<file path="src/rtl/pwmdir_decoder.sv">
// PWM/DIR receive decoder: measures PWM high time and period in clk cycles and
// publishes a signed duty command. Optional glitch filter: PWMDIR_DEC_FILTER_EN.
module pwmdir_decoder #(
  parameter int TIMEOUT    = 200000,
  parameter int CNT_W      = 32,
  parameter int FILTER_LEN = 4
) (
  input  logic                clk,
  input  logic                rst_n,
  input  logic                enable,
  input  logic                PWM,
  input  logic                DIR,
  output logic signed [31:0]  jointFeedback,
  output logic [CNT_W-1:0]    period_meas,
  output logic                valid,
  output logic                stale
);

  // state | meaning
  // IDLE  | no measurement open, waiting for a rising edge
  // HIGH  | PWM high phase of an open period
  // LOW   | PWM low phase, next rising edge closes the period
  typedef enum logic [1:0] {IDLE, HIGH, LOW} state_t;

  localparam logic [CNT_W-1:0] TO = CNT_W'(TIMEOUT);

  state_t           state;
  logic             pwm_s1, pwm_s2, dir_s1, dir_s2;
  logic             pwm_f, dir_f, pwm_d;
  logic             rise, fall;
  logic             dir_l;
  logic [CNT_W-1:0] hi_cnt, per_cnt, hi_lat;

  always_ff @(posedge clk or negedge rst_n) begin
    if (!rst_n) begin
      pwm_s1 <= 1'b0;
      pwm_s2 <= 1'b0;
      dir_s1 <= 1'b0;
      dir_s2 <= 1'b0;
    end else if (!enable) begin
      pwm_s1 <= 1'b0;
      pwm_s2 <= 1'b0;
      dir_s1 <= 1'b0;
      dir_s2 <= 1'b0;
    end else begin
      pwm_s1 <= PWM;
      pwm_s2 <= pwm_s1;
      dir_s1 <= DIR;
      dir_s2 <= dir_s1;
    end
  end

`ifdef PWMDIR_DEC_FILTER_EN
  localparam int FW = $clog2(FILTER_LEN + 1);

  logic [FW-1:0] pwm_fc, dir_fc;
  logic          pwm_fl, dir_fl;

  // level follows the synced input only after FILTER_LEN consecutive differing samples
  always_ff @(posedge clk or negedge rst_n) begin
    if (!rst_n) begin
      pwm_fc <= '0;
      dir_fc <= '0;
      pwm_fl <= 1'b0;
      dir_fl <= 1'b0;
    end else if (!enable) begin
      pwm_fc <= '0;
      dir_fc <= '0;
      pwm_fl <= 1'b0;
      dir_fl <= 1'b0;
    end else begin
      if (pwm_s2 == pwm_fl) begin
        pwm_fc <= '0;
      end else if (pwm_fc == FW'(FILTER_LEN - 1)) begin
        pwm_fl <= pwm_s2;
        pwm_fc <= '0;
      end else begin
        pwm_fc <= pwm_fc + 1'b1;
      end
      if (dir_s2 == dir_fl) begin
        dir_fc <= '0;
      end else if (dir_fc == FW'(FILTER_LEN - 1)) begin
        dir_fl <= dir_s2;
        dir_fc <= '0;
      end else begin
        dir_fc <= dir_fc + 1'b1;
      end
    end
  end

  assign pwm_f = pwm_fl;
  assign dir_f = dir_fl;
`else
  if (FILTER_LEN < 1) begin : g_filter_len_unused
  end

  assign pwm_f = pwm_s2;
  assign dir_f = dir_s2;
`endif

  assign rise = pwm_f & ~pwm_d;
  assign fall = ~pwm_f & pwm_d;

  function automatic logic signed [31:0] to_fb(input logic [CNT_W-1:0] mag,
                                              input logic pos);
    logic signed [31:0] v;
    v = signed'(32'(mag));
    return pos ? v : -v;
  endfunction

  always_ff @(posedge clk or negedge rst_n) begin
    if (!rst_n) begin
      state         <= IDLE;
      pwm_d         <= 1'b0;
      hi_cnt        <= '0;
      per_cnt       <= '0;
      hi_lat        <= '0;
      dir_l         <= 1'b0;
      jointFeedback <= '0;
      period_meas   <= '0;
      valid         <= 1'b0;
      stale         <= 1'b1;
    end else if (!enable) begin
      state         <= IDLE;
      pwm_d         <= 1'b0;
      hi_cnt        <= '0;
      per_cnt       <= '0;
      hi_lat        <= '0;
      dir_l         <= 1'b0;
      jointFeedback <= '0;
      period_meas   <= '0;
      valid         <= 1'b0;
      stale         <= 1'b1;
    end else begin
      valid <= 1'b0;
      pwm_d <= pwm_f;

      // the edge cycle is cycle 1 of the new interval
      if (rise) begin
        per_cnt <= CNT_W'(1);
        hi_cnt  <= CNT_W'(1);
      end else begin
        if (per_cnt != TO) per_cnt <= per_cnt + 1'b1;
        if (pwm_f && hi_cnt != TO) hi_cnt <= hi_cnt + 1'b1;
      end

      case (state)
        IDLE: begin
          if (rise) state <= HIGH;
        end
        HIGH: begin
          if (fall) begin
            dir_l  <= dir_f;
            hi_lat <= hi_cnt;
            state  <= LOW;
          end else if (per_cnt == TO) begin
            jointFeedback <= to_fb(period_meas, dir_f);
            valid         <= 1'b1;
            stale         <= 1'b1;
            state         <= IDLE;
          end
        end
        LOW: begin
          // edge takes priority over a coincident timeout
          if (rise) begin
            period_meas   <= per_cnt;
            jointFeedback <= to_fb(hi_lat, dir_l);
            valid         <= 1'b1;
            stale         <= 1'b0;
            state         <= HIGH;
          end else if (per_cnt == TO) begin
            jointFeedback <= '0;
            valid         <= 1'b1;
            stale         <= 1'b1;
            state         <= IDLE;
          end
        end
        default: state <= IDLE;
      endcase
    end
  end

endmodule

</file>
<file path="config.mk">
export PLATFORM = sky130hd
export DESIGN_NAME = pwmdir_decoder
export DESIGN_NICKNAME = d
export VERILOG_FILES = /design/src/rtl/pwmdir_decoder.sv
export SDC_FILE = /design/constraint.sdc
export NUM_CORES = 1
export LEC_CHECK = 0
export CAP_MARGIN = 5
export CORE_MARGIN = 2
export CORE_UTILIZATION = 45
export DETAILED_ROUTE_END_ITERATION = 8
export PLACE_DENSITY_LB_ADDON = 0.08
export SYNTH_ARGS = -nofsm -noshare
export SYNTH_HDL_FRONTEND = slang
export SYNTH_SLANG_ARGS = --single-unit
</file>
<file path="constraint.sdc">
create_clock -name clk -period 2.49 [get_ports clk]
set_input_delay 0.498 -clock clk [delete_from_list [all_inputs] [get_ports clk]]
set_output_delay 0.498 -clock clk [all_outputs]
set_load 0.01 [all_outputs]
</file>
==> qor.yml, run 1 <==
status:
  status: "completed"
clocking:
  cts_sinks: 170
  clk_pin_slew_ns: 0.07
  ctsLongestPathBuffers: 2
  cts_buffers: 17
  root_buffer: "clkbuf_16"
  insertion_delay_ns: 0.43
  cts_tree: "done"
  h-tree-depth: 4
setup_path:
  crit_top_cell: "buf_4"
  r2r_end: "jointFeedback[9]"
  r2r_slack_ns: 0.05
  ff2ff_path_depth: 10
  critPathMaxFanout: 7
  cp-start-kind: "flop"
  max_stage_delay_ns: 0.39
  criticalPathCategory: "flop to flop"
  worstPathArrival_ns: 2.75
  reg2reg_from: "per_cnt[0]"
  cp.required_ns: 2.80
  cp_slowest_cell: "dfrtp_1"
  crit_chain: "inv_2, ha_2, nor4b_4, nand4_1, nor4_4, buf_4, o31ai_4, buf_6, buf_4, a22o_1"
  end_kind: "flop"
yosys:
  synth_cell_types: 62
  avgSynthCellArea_sq_um: 8.87
  ys_seq_elements: 170
  mappedNetlistNets: 1060
  synth_ff_type: "dfrtp_1"
  syn_inst: 1045
  synth_edf_count: 0
  syn_area_sq_mm: 0.00927
  synth-async-reset-ratio_pct: 100
  yosysSeqAreaShare_pct: 45.9
  ys_warn_count: 0
power:
  max-vdd-ir-drop_mv: 0.424
  p_total_mw: 5.89
  p_leak_nw: 4.67
  cellPowerDensity_mw_per_mm2: 520
placed_design:
  place_inst: 1390
  portBuffers: 70
  gp_congestion: 0.848
  dp_slack_ns: -0.127
  placed_area_sq_mm: 0.0106
  hpwl_microns: 18100
floorplanning:
  num_rows: 52
  core_area_sq_mm: 0.0202
  initial_core_util_pct: 45.8
  die_y_microns: 148
  dieArea_sq_mm: 0.0218
  die_w_microns: 148
  num_io_pins: 71
sta:
  finalHoldViolCount: 0
  final_max_slew_viol_count: 0
  fin_skew_ns: 0.0148
  timing.fmax_mhz: 410
  fin_crit_ns: 2.44
  fin_tns_setup_ns: 0
  post-route-period-util_pct: 98.0
  worst_pin_slew_ns: 0.956
  setup_viol: 0
  setup_slack_ns: 0.0492
  relSlewSlack_pct: 36.3
  hold-worst-slack_ns: 0.464
detailed_routing:
  drc: 0
  wl_per_cell_microns: 17.9
  dr.pass1.iters: 7
  vias_per_cell: 5.64
  drt_iter0_markers: 621
  vias: 8043
  wl_microns: 25500
  postRouteAntennaNets: 0
min_path:
  min_from: "pwm_s1"
  holdPathEnd: "pwm_f"
  min_delay_path_depth: 1
  hp-class: "flop to flop"
finish:
  final_util_pct: 56.0
  multi_input_area_sq_mm: 0.00469
  diodes: 0
  drive_above_1_share_pct: 12.1
  layout.nets: 1159
  areaGrowthSynthToFinish_pct: 22.3
  final_cell_count_no_fill: 1426
  layout.cells.most_common_list: "nand2_1, dfrtp_1, nor2_1"
  ff_latch_area_sq_mm: 0.00426
  fin_area_sq_mm: 0.0113
  fillCellCount: 1839
grt:
  globalRouteOverflowTotal: 0
  grt_pass1_wl_microns: 42000
  grt_use_total_pct: 24.3
  antenna_found_initial: 0
  grt_max_degree: 75
  grt_pass1_vias: 7665
job:
  drv_cap: 0
layout make-up:
| type | count | share of cell area [%] |
|---|---|---|
| Clock inverter | 10 | 1.24 |
| Tap cell | 270 | 2.98 |
| Inverter | 28 | 0.928 |
| Multi-Input combinational cell | 784 | 41.4 |
| Timing Repair Buffer | 143 | 11.6 |
| Sequential cell | 170 | 37.6 |
| Clock buffer | 21 | 4.24 |
registers in the layout, summed over array words and instances, names as in the netlist, 2 cells and up:
name           flops
state              2
period_meas       32
per_cnt           32
jointFeedback     32
hi_lat            32
hi_cnt            32
what timing repair did:
action	CTS	global route
gates resized for setup	1	6
pin swaps	1	3
endpoints found under the setup margin	28	29
endpoints found under the hold margin	34	0
buffers inserted	2	2
hold buffers	1	0
worst max-delay path, delay by kind of cell (launching register included):
family          cells  cell delay (ns)
compound gates      2             0.35
fa+ha+maj           1             0.18
buf+inv             4             0.60
flops               1             0.39
simple gates        3             0.81
report_power, final:
| group | internal (mW) | total (mW) | switching [mW] |
|---|---|---|---|
| sequential | 2.78 | 2.79 | 0.0179 |
| clock | 1.68 | 2.81 | 1.13 |
| combinational | 0.0913 | 0.282 | 0.191 |
worst max path at each step:
stage	start	endpoint	slack (ns)	cells after the start
floorplan	period_meas[0]	jointFeedback[24]	0.36	8
global placement	enable	jointFeedback[29]	0.03	6
detailed placement	per_cnt[0]	jointFeedback[15]	-0.13	10
CTS	per_cnt[0]	jointFeedback[31]	0.04	10
global route	per_cnt[0]	jointFeedback[9]	-0.04	10
finish	per_cnt[0]	jointFeedback[9]	0.05	10
cell usage after synthesis (all sizes together) (7+ instances only):
master,number,area (sq um)
a21oi,95,475
a22o,16,140
a31oi,27,169
a41oi,8,70.1
and2,7,43.8
and3,8,50.1
and4,10,87.6
buf,12,73.8
clkbuf,51,194
dfrtp,169,4230
ha,10,125
inv,27,101
nand2,170,638
nand3,21,110
nand4,16,115
nor2,113,429
nor3,44,263
nor4,29,221
o21ai,22,110
o22ai,18,113
or3,10,65.1
or4,8,71.3
xnor2,73,639
xor2,39,342
cell families after synthesis:
| logic type | count (synthesis) | synth area share (%) |
|---|---|---|
| AO/OA/AOI/OAI | 205 | 13.5 |
| AND/OR/NAND/NOR | 451 | 24.0 |
| multiplexers | 6 | 0.662 |
| flip-flops | 170 | 45.9 |
| adder cells (fa/ha/maj) | 10 | 1.35 |
| buffers and inverters | 91 | 4.02 |
| XOR/XNOR | 112 | 10.6 |
per-layer routing:
| metal | vias up | track usage, % | wire, microns |
|---|---|---|---|
| met1 | 3947 | 37.1 | 12600 |
| met2 | 227 | 35.8 | 11300 |
| met4 | 0 | 6.44 | 411 |
| li1 | 3839 | - | - |
| met5 | - | 0 | 0 |
| met3 | 30 | 3.89 | 1240 |
No activity file was read; power rests on OpenSTA's default activity.
==> run 2, diff against run 1 <==
==> constraint.sdc (replaced) <==
create_clock -name clk -period 2.49 [get_ports clk]
set_input_delay 0.498 -clock clk [delete_from_list [all_inputs] [get_ports clk]]
set_output_delay 0.498 -clock clk [all_outputs]
set_load 0.02 [all_outputs]
==> run 2 against run 1 <==
  * Flip-flop and latch count unchanged
  * Hold slack worse by 0.0052 ns
  * Worst setup slack better by 0.079 ns
  * Critical path type unchanged
==> qor.yml, run 2 (synthesis gave the netlist of run 1 again) <==
power:
  p_total_mw: 5.80
  cellPowerDensity_mw_per_mm2: 513
  max-vdd-ir-drop_mv: 0.395
  p_leak_nw: 4.65
sta:
  fin_tns_setup_ns: 0
  finalHoldViolCount: 0
  post-route-period-util_pct: 94.8
  timing.fmax_mhz: 423
  fin_skew_ns: 0.00898
  setup_viol: 0
  rsz0062_at_grt: "no"
  hold-worst-slack_ns: 0.459
  fin_crit_ns: 2.36
  worst_pin_slew_ns: 0.995
  relSlewSlack_pct: 33.6
  setup_slack_ns: 0.129
  final_max_slew_viol_count: 0
floorplanning:
  die_w_microns: 148
  num_io_pins: 71
  core_area_sq_mm: 0.0202
  die_y_microns: 148
  initial_core_util_pct: 45.8
  dieArea_sq_mm: 0.0218
  num_rows: 52
clocking:
  cts_buffers: 17
  root_buffer: "clkbuf_16"
  clk_pin_slew_ns: 0.07
  h-tree-depth: 4
  cts_sinks: 170
  cts_tree: "done"
  ctsLongestPathBuffers: 2
  insertion_delay_ns: 0.43
finish:
  layout.nets: 1159
  final_util_pct: 55.9
  areaGrowthSynthToFinish_pct: 22.0
  drive_above_1_share_pct: 12.1
  layout.cells.most_common_list: "nand2_1, dfrtp_1, nor2_1"
  fillCellCount: 1836
  diodes: 0
detailed_routing:
  wl_per_cell_microns: 17.7
  dr.pass1.iters: 5
  vias_per_cell: 5.60
  vias: 7994
  drt_iter0_markers: 631
  wl_microns: 25300
  postRouteAntennaNets: 0
  drc: 0
grt:
  globalRouteOverflowTotal: 0
  grt_max_degree: 75
  grt_pass1_vias: 7605
  grt_use_total_pct: 24.1
  antenna_found_initial: 0
  grt_pass1_wl_microns: 41700
status:
  status: "completed"
min_path:
  holdPathEnd: "dir_f"
  min_from: "dir_s1"
  hp-class: "flop to flop"
  min_delay_path_depth: 1
placed_design:
  hpwl_microns: 18000
  dp_slack_ns: -0.0107
  portBuffers: 70
  gp_congestion: 0.846
setup_path:
  r2r_end: "jointFeedback[5]"
  cp-start-kind: "flop"
  reg2reg_from: "per_cnt[4]"
  worstPathArrival_ns: 2.67
  criticalPathCategory: "flop to flop"
  end_kind: "flop"
  critPathMaxFanout: 7
  ff2ff_path_depth: 8
  r2r_slack_ns: 0.13
  cp.required_ns: 2.80
job:
  drv_cap: 0
-- run 2: cell types whose count changed in the layout (fill, tap and decap cells not counted), moves of 2 or more --
cell,previous run,this run
clkbuf_8,4,1
clkinv_2,3,1
inv_6,1,4
clkinvlp_4,0,3
-- run 2: layout make-up --
cell class              instances  area, sq um  area share (%)
flip-flops and latches        170         4260            37.6
multi-input cells             784         4690            41.5
inverters                      28          105           0.930
well taps                     270          338            2.99
clock inverters                14          160            1.42
repair buffers                143         1320            11.6
clock buffers                  18          439            3.89
-- run 2: per-stage QoR --
stage / std cells / instance area, sq um
6_report: 1427 / 11300
3_3_place_gp: 1391 / 10600
2_1_floorplan: 1045 / 9270
3_5_place_dp: 1391 / 10600
4_1_cts: 1427 / 11300
5_1_grt: 1427 / 11300
-- run 2: how the worst max path moves through the flow --
stage / from / end / slack [ns] / cells past startpoint
2_1_floorplan: period_meas[0] / jointFeedback[24] / 0.31 / 8
3_3_place_gp: enable / jointFeedback[29] / 0.04 / 6
3_5_place_dp: per_cnt[0] / jointFeedback[15] / -0.01 / 10
4_1_cts: per_cnt[0] / jointFeedback[9] / 0.12 / 10
5_1_grt: per_cnt[4] / jointFeedback[9] / 0.004 / 8
6_report: per_cnt[4] / jointFeedback[5] / 0.13 / 8
-- run 2: report_power, final --
group	switching [mW]	total (mW)	leakage, nW	internal, mW
clock network	1.20	2.72	0.286	1.53
logic	0.192	0.281	2.00	0.0895
registers	0.0177	2.79	2.36	2.77
-- run 2: what timing repair did --
action | 4_1_cts | 5_1_grt
resized for setup | 1 | 3
setup endpoints to repair | 22 | 9
cloned | 0 | 0
hold buffers | 1 | 0
buffers inserted | 3 | 0
pin swaps | 1 | 0
endpoints found under the hold margin | 34 | 0
-- run 2: per-layer routing --
layer	part of all wire [%]	track usage, %	vias to the layer above
li1	-	-	3850
met1	50	37.6	3935
met2	44	35.2	185
met3	4.4	4.20	24
met4	1.3	5.00	0
met5	0	0	-
-- run 2: worst max-delay path, stage by stage, from the launching register on --
cell     delay [ns]
dfrtp_1        0.44
nor4_1         0.46
nand2_1        0.16
nor4_4         0.29
buf_4          0.21
o31ai_4        0.11
buf_4          0.19
buf_4          0.15
a22o_1         0.23
==> run 3, diff against run 2 <==
--- a/config.mk
+++ b/config.mk
@@ -5,7 +5,9 @@
 export SDC_FILE = /design/constraint.sdc
 export NUM_CORES = 1
 export LEC_CHECK = 0
+export ABC_AREA = 1
 export CAP_MARGIN = 5
+export CORE_ASPECT_RATIO = 0.8
 export CORE_MARGIN = 2
 export CORE_UTILIZATION = 45
 export DETAILED_ROUTE_END_ITERATION = 8
==> run 3 against run 2 <==
  * Hold slack got worse by 0.44 ns
  * Design area grew 5.3%
  * Critical endpoint is now hi_cnt[29]
  * Highest routed layer unchanged
  * Die area rose by 8.9%
  * Global-route usage increased by 4.8 points
  * Worst setup slack better by 0.18 ns
  * Clock-buffer cell count unchanged
  * Synthesized cell count is 37% higher
  * Register-to-register slack better by 0.18 ns
  * Synthesized area grew 9.1%
  * Non-clock buffer count is 35 lower
==> qor.yml, run 3 <==
yosys:
  synth_cell_types: 37
  avgSynthCellArea_sq_um: 7.04
  synth_edf_count: 0
  synth.area.mux_share_pct: 0
  synth_area_leaders: "dfrtp_1, nand2_1, nand3_1"
  syn_inst: 1435
  synthXorXnorAreaFrac_pct: 2.34
  synthSimpleGateAreaFrac_pct: 33.6
  synth-adder-area-share_pct: 1.24
  ys_seq_elements: 170
  synth_top_area_share_pct: 41.8
  ys_warn_count: 0
  synth_top_family_by_area: "simple AND/OR/NAND/NOR gates"
  synthTopCellsByCount: "nand2_1, dfrtp_1, nor2_1, inv_1, nand3_1"
  synth_compound_area_share_pct: 12.2
  yosys.area.top_type: "dfrtp_1"
  syn_area_sq_mm: 0.0101
  yosysMostFrequentCell: "nand2_1"
  yosysSeqAreaShare_pct: 42.1
  synth_ff_type: "dfrtp_1"
  mappedNetlistNets: 1450
  synth-async-reset-ratio_pct: 100
clocking:
  root_buffer: "clkbuf_16"
  ctsResizeCount: 0
  cts_buffers: 17
  clk_pin_slew_ns: 0.07
  insertion_delay_ns: 0.44
  cts_tree: "done"
  cts_setup_buffers: 0
  cts_sinks: 170
  ctsLongestPathBuffers: 2
  h-tree-depth: 4
  cts_hold_buffers: 0
setup_path:
  criticalPathCategory: "flop to flop"
  cp-start-kind: "flop"
  critPathMaxFanout: 22
  crit_chain: "nor2_1, nand4_1, nor3_1, nand2_1, nand2_2, nand2_4, inv_2, o21ai_0"
  cp_top_family: "simple AND/OR/NAND/NOR gates"
  end_kind: "flop"
  worstPathArrival_ns: 2.50
  crit_buf_inv: 1
  cp.required_ns: 2.80
  max_stage_delay_ns: 0.42
  cp_slowest_cell: "dfrtp_1"
placed_design:
  gp_congestion: 0.911
  hpwl_microns: 25000
  portBuffers: 70
grt:
  grt_pass1_wl_microns: 53200
  use_met1_pct: 47.2
  grt_use_total_pct: 28.9
  grt_max_degree: 50
  met2_usage_pct: 38.4
  globalRouteOverflowTotal: 0
  antenna_found_initial: 0
  grt_pass1_vias: 9434
  gr-max-usage-layer: "met1"
  globalRouteMet3Util_pct: 6.47
status:
  status: "completed"
sta:
  fin_tns_setup_ns: 0
  final_max_slew_viol_count: 0
  setup_viol: 0
  timing.fmax_mhz: 458
  fin_crit_ns: 2.19
  fin_skew_ns: 0.0135
  finalHoldViolCount: 0
  post-route-period-util_pct: 87.8
  rsz0062_at_grt: "no"
  worst_pin_slew_ns: 0.700
  relSlewSlack_pct: 53.0
floorplanning:
  die_y_microns: 138
  core_area_sq_mm: 0.0223
  num_io_pins: 71
  num_rows: 49
  die_w_microns: 172
  dieArea_sq_mm: 0.0237
  initial_core_util_pct: 45.4
detailed_routing:
  wl_microns: 33200
  wl_per_cell_microns: 18.1
  drt_iter0_markers: 1127
  postRouteAntennaNets: 0
  drc: 0
  vias_per_cell: 5.51
  vias: 10113
  dr.pass1.iters: 5
finish:
  drive_above_1_share_pct: 7.78
  layout.cells.most_common_list: "nand2_1, dfrtp_1, nor2_1"
  areaGrowthSynthToFinish_pct: 17.8
  layout.nets: 1531
  diodes: 0
  layout_commonest_cell: "nand2_1"
job:
  drv_cap: 0
min_path:
  hp-class: "input pin to asynchronous set/reset pin"
power:
  cellPowerDensity_mw_per_mm2: 505
  p_total_mw: 6.01
  p_leak_nw: 5.60
  max-vdd-ir-drop_mv: 0.382
run 3: changes by cell type in the layout (fill, tap and decap cells not counted), sizes merged, moves of 27 or more:
| cell | previous run | this run |
|---|---|---|
| nand2 | 170 | 377 |
| inv | 32 | 182 |
| nand3 | 21 | 141 |
| o21ai | 22 | 97 |
| xnor2 | 73 | 0 |
| nor2 | 113 | 180 |
| a21oi | 95 | 49 |
| o22ai | 18 | 63 |
| buf | 73 | 39 |
| nor4 | 29 | 2 |
run 3: path summary, 6_finish.rpt:
check,start,endpoint,slack [ns],cells past startpoint
max,hi_cnt[4],hi_cnt[29],0.30,8
min,rst_n,hi_lat[30],0.02,1
max reg2reg,hi_cnt[4],hi_cnt[29],0.30,8
min reg2reg,pwm_s1,pwm_f,0.45,2
max in group asynchronous,rst_n,per_cnt[15],1.84,2
min in group clk,pwm_s1,pwm_f,0.45,2
run 3: worst reg2reg max path, delay by kind of cell, from the launching register on:
family / cells / cell delay (ns)
AOI/OAI and AO/OA: 1 / 0.15
buffers and inverters: 1 / 0.31
DFF: 1 / 0.42
and+or+nand+nor: 6 / 1.16
run 3: routing by layer:
layer  share of wire (%)  wire, microns  vias up
met2                  40          13200      374
met1                  51          16900     4826
met3                 8.3           2740       26
li1                    -              -     4887
met4                 1.1            373        0
met5                   0              0        -
run 3: final cells by class:
| class | instances | area (sq um) |
|---|---|---|
| Clock inverter | 14 | 128 |
| Sequential cell | 170 | 4260 |
| Timing Repair Buffer | 108 | 1050 |
| Tap cell | 306 | 383 |
| Inverter | 174 | 653 |
| Clock buffer | 18 | 439 |
| Multi-Input combinational cell | 1045 | 5000 |
| Fill cell | 2198 | 10300 |
run 3: kinds of logic after synthesis:
group,after synthesis
fa+ha+maj,10
buf+inv,221
compound gates,223
simple gates,784
xor+xnor,27
flops,170
run 3: through the flow:
stage | hold WS, ns | instance area (sq um) | setup slack (ns) | cells | util [%]
6_report | 0.0211 | 11900 | 0.304 | 1835 | 53.5
5_1_grt | 0.0431 | 11900 | 0.117 | 1835 | 53.5
4_1_cts | 0.0312 | 11900 | 0.161 | 1834 | 53.5
3_5_place_dp | 0.428 | 11300 | 0.0986 | 1802 | 50.9
3_3_place_gp | 0.427 | 11300 | 0.103 | 1802 | 50.9
2_1_floorplan | 0.202 | 10100 | 0.759 | 1435 | -
run 3: power breakdown:
| group | total [mW] | internal (mW) | switching, mW |
|---|---|---|---|
| registers | 2.80 | 2.78 | 0.0228 |
| clock network | 2.61 | 1.35 | 1.27 |
| logic | 0.591 | 0.158 | 0.433 |
